## src/rtl/multicycle_control.sv

```systemverilog
// multicycle_control: FSM controller for a multicycle datapath.
// FETCH -> DECODE -> EXEC -> (MEM) -> (WB) -> FETCH, with a retired-instruction counter.
// The opcode and func fields are captured on leaving DECODE. EXEC, MEM and WB
// decode only those captured copies, so later changes on opCode/func do not
// disturb the datapath controls.
// Optional feature macro: MULTICYCLE_ILLEGAL_TRAP_EN. When it is defined, an
// illegal instruction parks the FSM in TRAP until reset. When it is undefined,
// an illegal instruction is handled as a NOP and illegal pulses for one cycle.
module multicycle_control #(
  parameter int OPW  = 4,
  parameter int FW   = 3,
  parameter int CNTW = 16
) (
  input  logic            clk,
  input  logic            rst_n,
  input  logic [OPW-1:0]  opCode,
  input  logic [FW-1:0]   func,
  input  logic            mem_ready,
  input  logic            zero,
  output logic            PCWrite,
  output logic            IRWrite,
  output logic            RegDst,
  output logic            ALUSrc,
  output logic            MemtoReg,
  output logic            RegWrt,
  output logic            MemRead,
  output logic            MemWrite,
  output logic            Branch,
  output logic [2:0]      ALUCtrl,
  output logic [2:0]      state,
  output logic            illegal,
  output logic [CNTW-1:0] instret
);

  typedef enum logic [2:0] {
    S_FETCH  = 3'd0,
    S_DECODE = 3'd1,
    S_EXEC   = 3'd2,
    S_MEM    = 3'd3,
    S_WB     = 3'd4,
    S_TRAP   = 3'd5
  } state_t;

  state_t          state_q, state_d;
  logic [3:0]      op_q, op_d;
  logic [2:0]      fn_q, fn_d;
  logic [CNTW-1:0] instret_q, instret_d;

  // Nonzero bits above the architected opcode/func fields make the instruction illegal.
  logic op_hi, fn_hi;
  generate
    if (OPW > 4) begin : g_op_hi
      assign op_hi = |opCode[OPW-1:4];
    end else begin : g_op_nohi
      assign op_hi = 1'b0;
    end
    if (FW > 3) begin : g_fn_hi
      assign fn_hi = |func[FW-1:3];
    end else begin : g_fn_nohi
      assign fn_hi = 1'b0;
    end
  endgenerate

  // Legality of the instruction currently presented to DECODE.
  logic dec_illegal;
  always_comb begin
    dec_illegal = op_hi || (opCode[3:0] > 4'd8) ||
                  ((opCode[3:0] == 4'd0) && (fn_hi || (func[2:0] > 3'd5)));
  end

  // Instruction classes, taken from the captured opcode.
  logic is_r, is_imm, is_lw, is_sw, is_beq, is_bne;
  always_comb begin
    is_r   = (op_q == 4'd0);
    is_imm = (op_q >= 4'd1) && (op_q <= 4'd4);
    is_lw  = (op_q == 4'd5);
    is_sw  = (op_q == 4'd6);
    is_beq = (op_q == 4'd7);
    is_bne = (op_q == 4'd8);
  end

  // Next-state, field-capture and retire-counter logic.
  always_comb begin
    state_d   = state_q;
    op_d      = op_q;
    fn_d      = fn_q;
    instret_d = instret_q;
    case (state_q)
      S_FETCH:  if (mem_ready) state_d = S_DECODE;
      S_DECODE: begin
        op_d = opCode[3:0];
        fn_d = func[2:0];
        if (dec_illegal) begin
`ifdef MULTICYCLE_ILLEGAL_TRAP_EN
          state_d = S_TRAP;
`else
          state_d = S_FETCH;
`endif
        end else begin
          state_d = S_EXEC;
        end
      end
      S_EXEC: begin
        if (is_beq || is_bne) begin
          state_d   = S_FETCH;
          instret_d = instret_q + CNTW'(1);
        end else if (is_lw || is_sw) begin
          state_d = S_MEM;
        end else begin
          state_d = S_WB;
        end
      end
      S_MEM: begin
        if (mem_ready) begin
          if (is_lw) begin
            state_d = S_WB;
          end else begin
            state_d   = S_FETCH;
            instret_d = instret_q + CNTW'(1);
          end
        end
      end
      S_WB: begin
        state_d   = S_FETCH;
        instret_d = instret_q + CNTW'(1);
      end
`ifdef MULTICYCLE_ILLEGAL_TRAP_EN
      S_TRAP:   state_d = S_TRAP;
`endif
      default:  state_d = S_FETCH;
    endcase
  end

  // State, captured fields and counter; rst_n clears everything immediately.
  always_ff @(posedge clk or negedge rst_n) begin
    if (!rst_n) begin
      state_q   <= S_FETCH;
      op_q      <= 4'd0;
      fn_q      <= 3'd0;
      instret_q <= '0;
    end else begin
      state_q   <= state_d;
      op_q      <= op_d;
      fn_q      <= fn_d;
      instret_q <= instret_d;
    end
  end

  // Datapath controls, decoded from the state and the captured fields.
  always_comb begin
    PCWrite  = 1'b0;
    IRWrite  = 1'b0;
    RegDst   = 1'b0;
    ALUSrc   = 1'b0;
    MemtoReg = 1'b0;
    RegWrt   = 1'b0;
    MemRead  = 1'b0;
    MemWrite = 1'b0;
    Branch   = 1'b0;
    ALUCtrl  = 3'b000;
    case (state_q)
      S_FETCH: begin
        MemRead = 1'b1;
        IRWrite = mem_ready;
        PCWrite = mem_ready;
      end
      S_EXEC: begin
        ALUSrc = is_imm || is_lw || is_sw;
        case (op_q)
          4'd0:          ALUCtrl = fn_q;
          4'd2:          ALUCtrl = 3'b010;
          4'd3:          ALUCtrl = 3'b011;
          4'd4:          ALUCtrl = 3'b100;
          4'd7, 4'd8:    ALUCtrl = 3'b001;
          default:       ALUCtrl = 3'b000;
        endcase
        if (is_beq || is_bne) begin
          Branch  = 1'b1;
          PCWrite = is_beq ? zero : ~zero;
        end
      end
      S_MEM: begin
        MemRead  = is_lw;
        MemWrite = is_sw;
      end
      S_WB: begin
        RegWrt   = 1'b1;
        RegDst   = is_r;
        MemtoReg = is_lw;
      end
      default: ;
    endcase
  end

  assign state   = state_q;
  assign instret = instret_q;
  assign illegal = ((state_q == S_DECODE) && dec_illegal) || (state_q == S_TRAP);

endmodule

```

## config.mk

```make
export PLATFORM = sky130hd
export DESIGN_NAME = multicycle_control
export DESIGN_NICKNAME = d
export VERILOG_FILES = /design/src/rtl/multicycle_control.sv
export SDC_FILE = /design/constraint.sdc
export NUM_CORES = 1
export LEC_CHECK = 0
export CORE_MARGIN = 5
export CORE_UTILIZATION = 34
export DETAILED_ROUTE_END_ITERATION = 8
export PLACE_DENSITY_LB_ADDON = 0.05
export SLEW_MARGIN = 30
export SYNTH_ARGS = -nofsm -noshare
export SYNTH_HDL_FRONTEND = slang
export SYNTH_SLANG_ARGS = --single-unit
```

## constraint.sdc

```tcl
create_clock -name clk -period 2.5 [get_ports clk]
set_input_delay 0.5 -clock clk [delete_from_list [all_inputs] [get_ports clk]]
set_output_delay 0.5 -clock clk [all_outputs]
set_load 0.03 [all_outputs]
```

==> results of run 1 <==
through the flow:
step	cell area [µm²]	utilization	hold slack (ns)	power [W]	TNS [ns]
floorplan	1550	-	0.204	0.00143	0
global placement	2020	0.465	0.463	0.00181	0
detailed placement	2020	0.465	0.462	0.00182	0
CTS	2090	0.481	0.481	0.00218	0
global route	2100	0.482	0.491	0.00230	-0.0448
finish	2100	0.482	0.474	0.00215	0
flip-flops by register name, indices dropped and copies added, names as in the netlist:
register  count
instret      16
op_q          4
state         3
fn_q          3
kinds of logic (layout without fill, tap and decap cells):
logic type,count (synthesis),in the layout,synth area share
simple gates,54,54,0.206
compound gates,33,33,0.170
flops,26,26,0.426
xor+xnor,16,16,0.0917
buf+inv,15,59,0.0467
mux,7,7,0.0516
fa+ha+maj,1,1,0.00819
power by group through the flow:
stage / Sequential [W] / Clock [W] / Combinational, W
2_1_floorplan: 0.000722 / 0 / 0.000710
3_3_place_gp: 0.000710 / 0 / 0.00110
3_5_place_dp: 0.000714 / 0 / 0.00111
4_1_cts: 0.000710 / 0.000368 / 0.00110
5_1_grt: 0.000738 / 0.000383 / 0.00118
6_report: 0.000714 / 0.000353 / 0.00108
layout make-up:
class | count | area [µm²]
Sequential cell | 26 | 656
Multi-Input combinational cell | 111 | 823
Timing Repair Buffer | 50 | 465
Clock buffer | 3 | 41.3
Inverter | 5 | 18.8
Clock inverter | 1 | 30.0
Fill cell | 410 | 2250
Tap cell | 52 | 65.1
synth_stat cells, types with 4 or more instances:
| cell type | count |
|---|---|
| nand4_1 | 4 |
| dfrtp_1 | 26 |
| inv_1 | 5 |
| nor2_1 | 10 |
| and3_1 | 8 |
| clkbuf_1 | 4 |
| o211ai_2 | 5 |
| o21ai_1 | 4 |
| mux2_2 | 6 |
| o21ai_0 | 5 |
| nand2_1 | 4 |
| xnor2_1 | 16 |
| nor2b_1 | 4 |
| a21oi_1 | 4 |
| nor3_1 | 6 |
per-layer routing:
layer	wire, µm	global-route usage
met1	1720	0.166
met2	1860	0.224
met3	190	0.0316
met4	48	0.0344
met5	0	0
timing repair:
item,in CTS,in global routing
pin swaps,0,0
endpoints found under the setup margin,7,3
gates resized for setup,7,3
how the worst max path moves through the flow:
stage	endpoint	slack (ns)
CTS	PCWrite	0.004
floorplan	ALUCtrl[2]	0.09
global placement	MemRead	0.25
detailed placement	ALUCtrl[2]	0.23
finish	PCWrite	0.03
global route	PCWrite	-0.04
==> results.yml, run 1 <==
outcome:
  status: "complete, no violations"
critical_path:
  r2r_slack_ns: 0.54
  crit_path_end_kind: "primary output"
  path_cells: "or4b_4, mux2_2, o21bai_1, buf_4"
  path_buf_inv: 1
  crit_arrival_ns: 1.97
  worstSetupPathType: "reg2out"
  crit_fanout: 12
  cpPeakStageDelay_ns: 0.58
  cp_top_family: "simple AND/OR/NAND/NOR gates"
  start_kind: "flip-flop"
  reg2reg_to: "instret[15]$_DFFE_PN0P_"
  worstPathRequired_ns: 2.00
  r2r-start: "op_q[0]$_DFFE_PN0P_"
  crit_cells: 4
  r2r_cells: 5
  slowest_stage: "or4b_4"
  worstSetupStartpoint: "op_q[0]$_DFFE_PN0P_"
synthesis:
  synth_area_mm2: 0.00153
  syn_nets: 164
  netlist_top_cells_area: "dfrtp_1 43%, xnor2_1 9.2%, mux2_2 4.4%, o211ai_2 4.1%, and3_1 3.3%"
  ys_seq_area_frac: 0.426
  avgSynthCellArea_um2: 10.1
  async_reset_ff_frac: 1.00
  ys_types: 43
  synth-seq-cells: 26
  synth_cells: 152
  synth_warnings: 0
  synth_area_leader_cell: "dfrtp_1"
  yosysTopAreaCellShare: 0.426
  synthFlopType: "dfrtp_1"
  synth_edf_count: 0
clocking:
  clock_latency_ns: 0.27
  clkSlewWorstSetupHoldPaths_ns: 0.10
  clk_path_buf_depth: 2
  cts-htree-levels: 1
  hold_buffers: 0
  cts_setup_buffers: 0
  cts_tree: "built"
  cts_made_buffers: 3
  root_buffer: "clkbuf_8"
  cts.sinks: 26
global_route:
  grt_pass1_wl_um: 6490
  grt_pass1_vias: 1334
  antenna_found_initial: 0
  track_usage: 0.131
  grt_max_degree: 27
  grt_overflow: 0
sta:
  finalSetupViolations: 0
  slew_viol_final: 0
  fin_crit_sh: 0.989
  worstMarginPinSlew_ns: 0.389
  fmaxAchievable_ghz: 0.405
  relSlewSlack: 0.738
  hold_viol_final: 0
  finClkSkew_ns: 0.00546
  rsz0062_at_grt: "yes"
  setup_ws_ns: 0.0284
  period_minus_slack_ns: 2.47
floorplanning:
  dieArea_mm2: 0.00593
  start_util: 0.351
  std_cell_rows: 24
  core_area_mm2: 0.00435
  die_y_um: 77.0
  ios: 43
  die_x_um: 77.0
cells_and_area:
  final_common_cell: "clkdlybuf4s50_1"
  syn2layout_area_growth_pct: 37.4
  final_cells: 248
  final_layout_size_suffix_gt1_frac: 0.194
  nets: 209
  final_cell_mix: "30 x clkdlybuf4s50_1, 22 x dfrtp_1, 16 x xnor2_1"
  antenna_cells: 0
routing:
  first_pass_iters: 4
  vias: 1285
  drtAntennaViolNets: 0
  wl_um: 3810
  remaining_drc_errors: 0
  wire_per_inst_um: 15.4
  via_per_inst: 5.18
  drt-initial-drc-count: 67
placement:
  pre_cts_ws_ns: 0.227
  hpwl_um: 2870
  place.port_buffers: 42
  place.gp.congestion: 0.811
  placed_cells: 244
pwr:
  intPower_w: 0.00123
  vdd_drop_max_uv: 433
  leakage_nw: 0.920
  p_sw_w: 0.000926
  pwr-share-seq: 0.332
  p_clk_frac: 0.164
  p_per_area_mw_per_mm2: 1020
  p_sw_frac: 0.430
  pwr-share-comb: 0.504
run:
  max-cap-violations: 0
hold_path:
  worstHoldEndpoint: "instret[15]$_DFFE_PN0P_"
  min_path_cells: 1
  min-delay-start: "instret[15]$_DFFE_PN0P_"
  hp-class: "reg2reg"
Note: power is estimated with default switching activity, not from simulation.
==> inputs of run 2 (changes only) <==
--- a/config.mk
+++ b/config.mk
@@ -9,7 +9,6 @@
 export CORE_UTILIZATION = 34
 export DETAILED_ROUTE_END_ITERATION = 8
 export PLACE_DENSITY_LB_ADDON = 0.05
-export SLEW_MARGIN = 30
 export SYNTH_ARGS = -nofsm -noshare
 export SYNTH_HDL_FRONTEND = slang
 export SYNTH_SLANG_ARGS = --single-unit
==> results of run 2 <==
The final DEF is identical to that of run 1; final timing and power are the same.
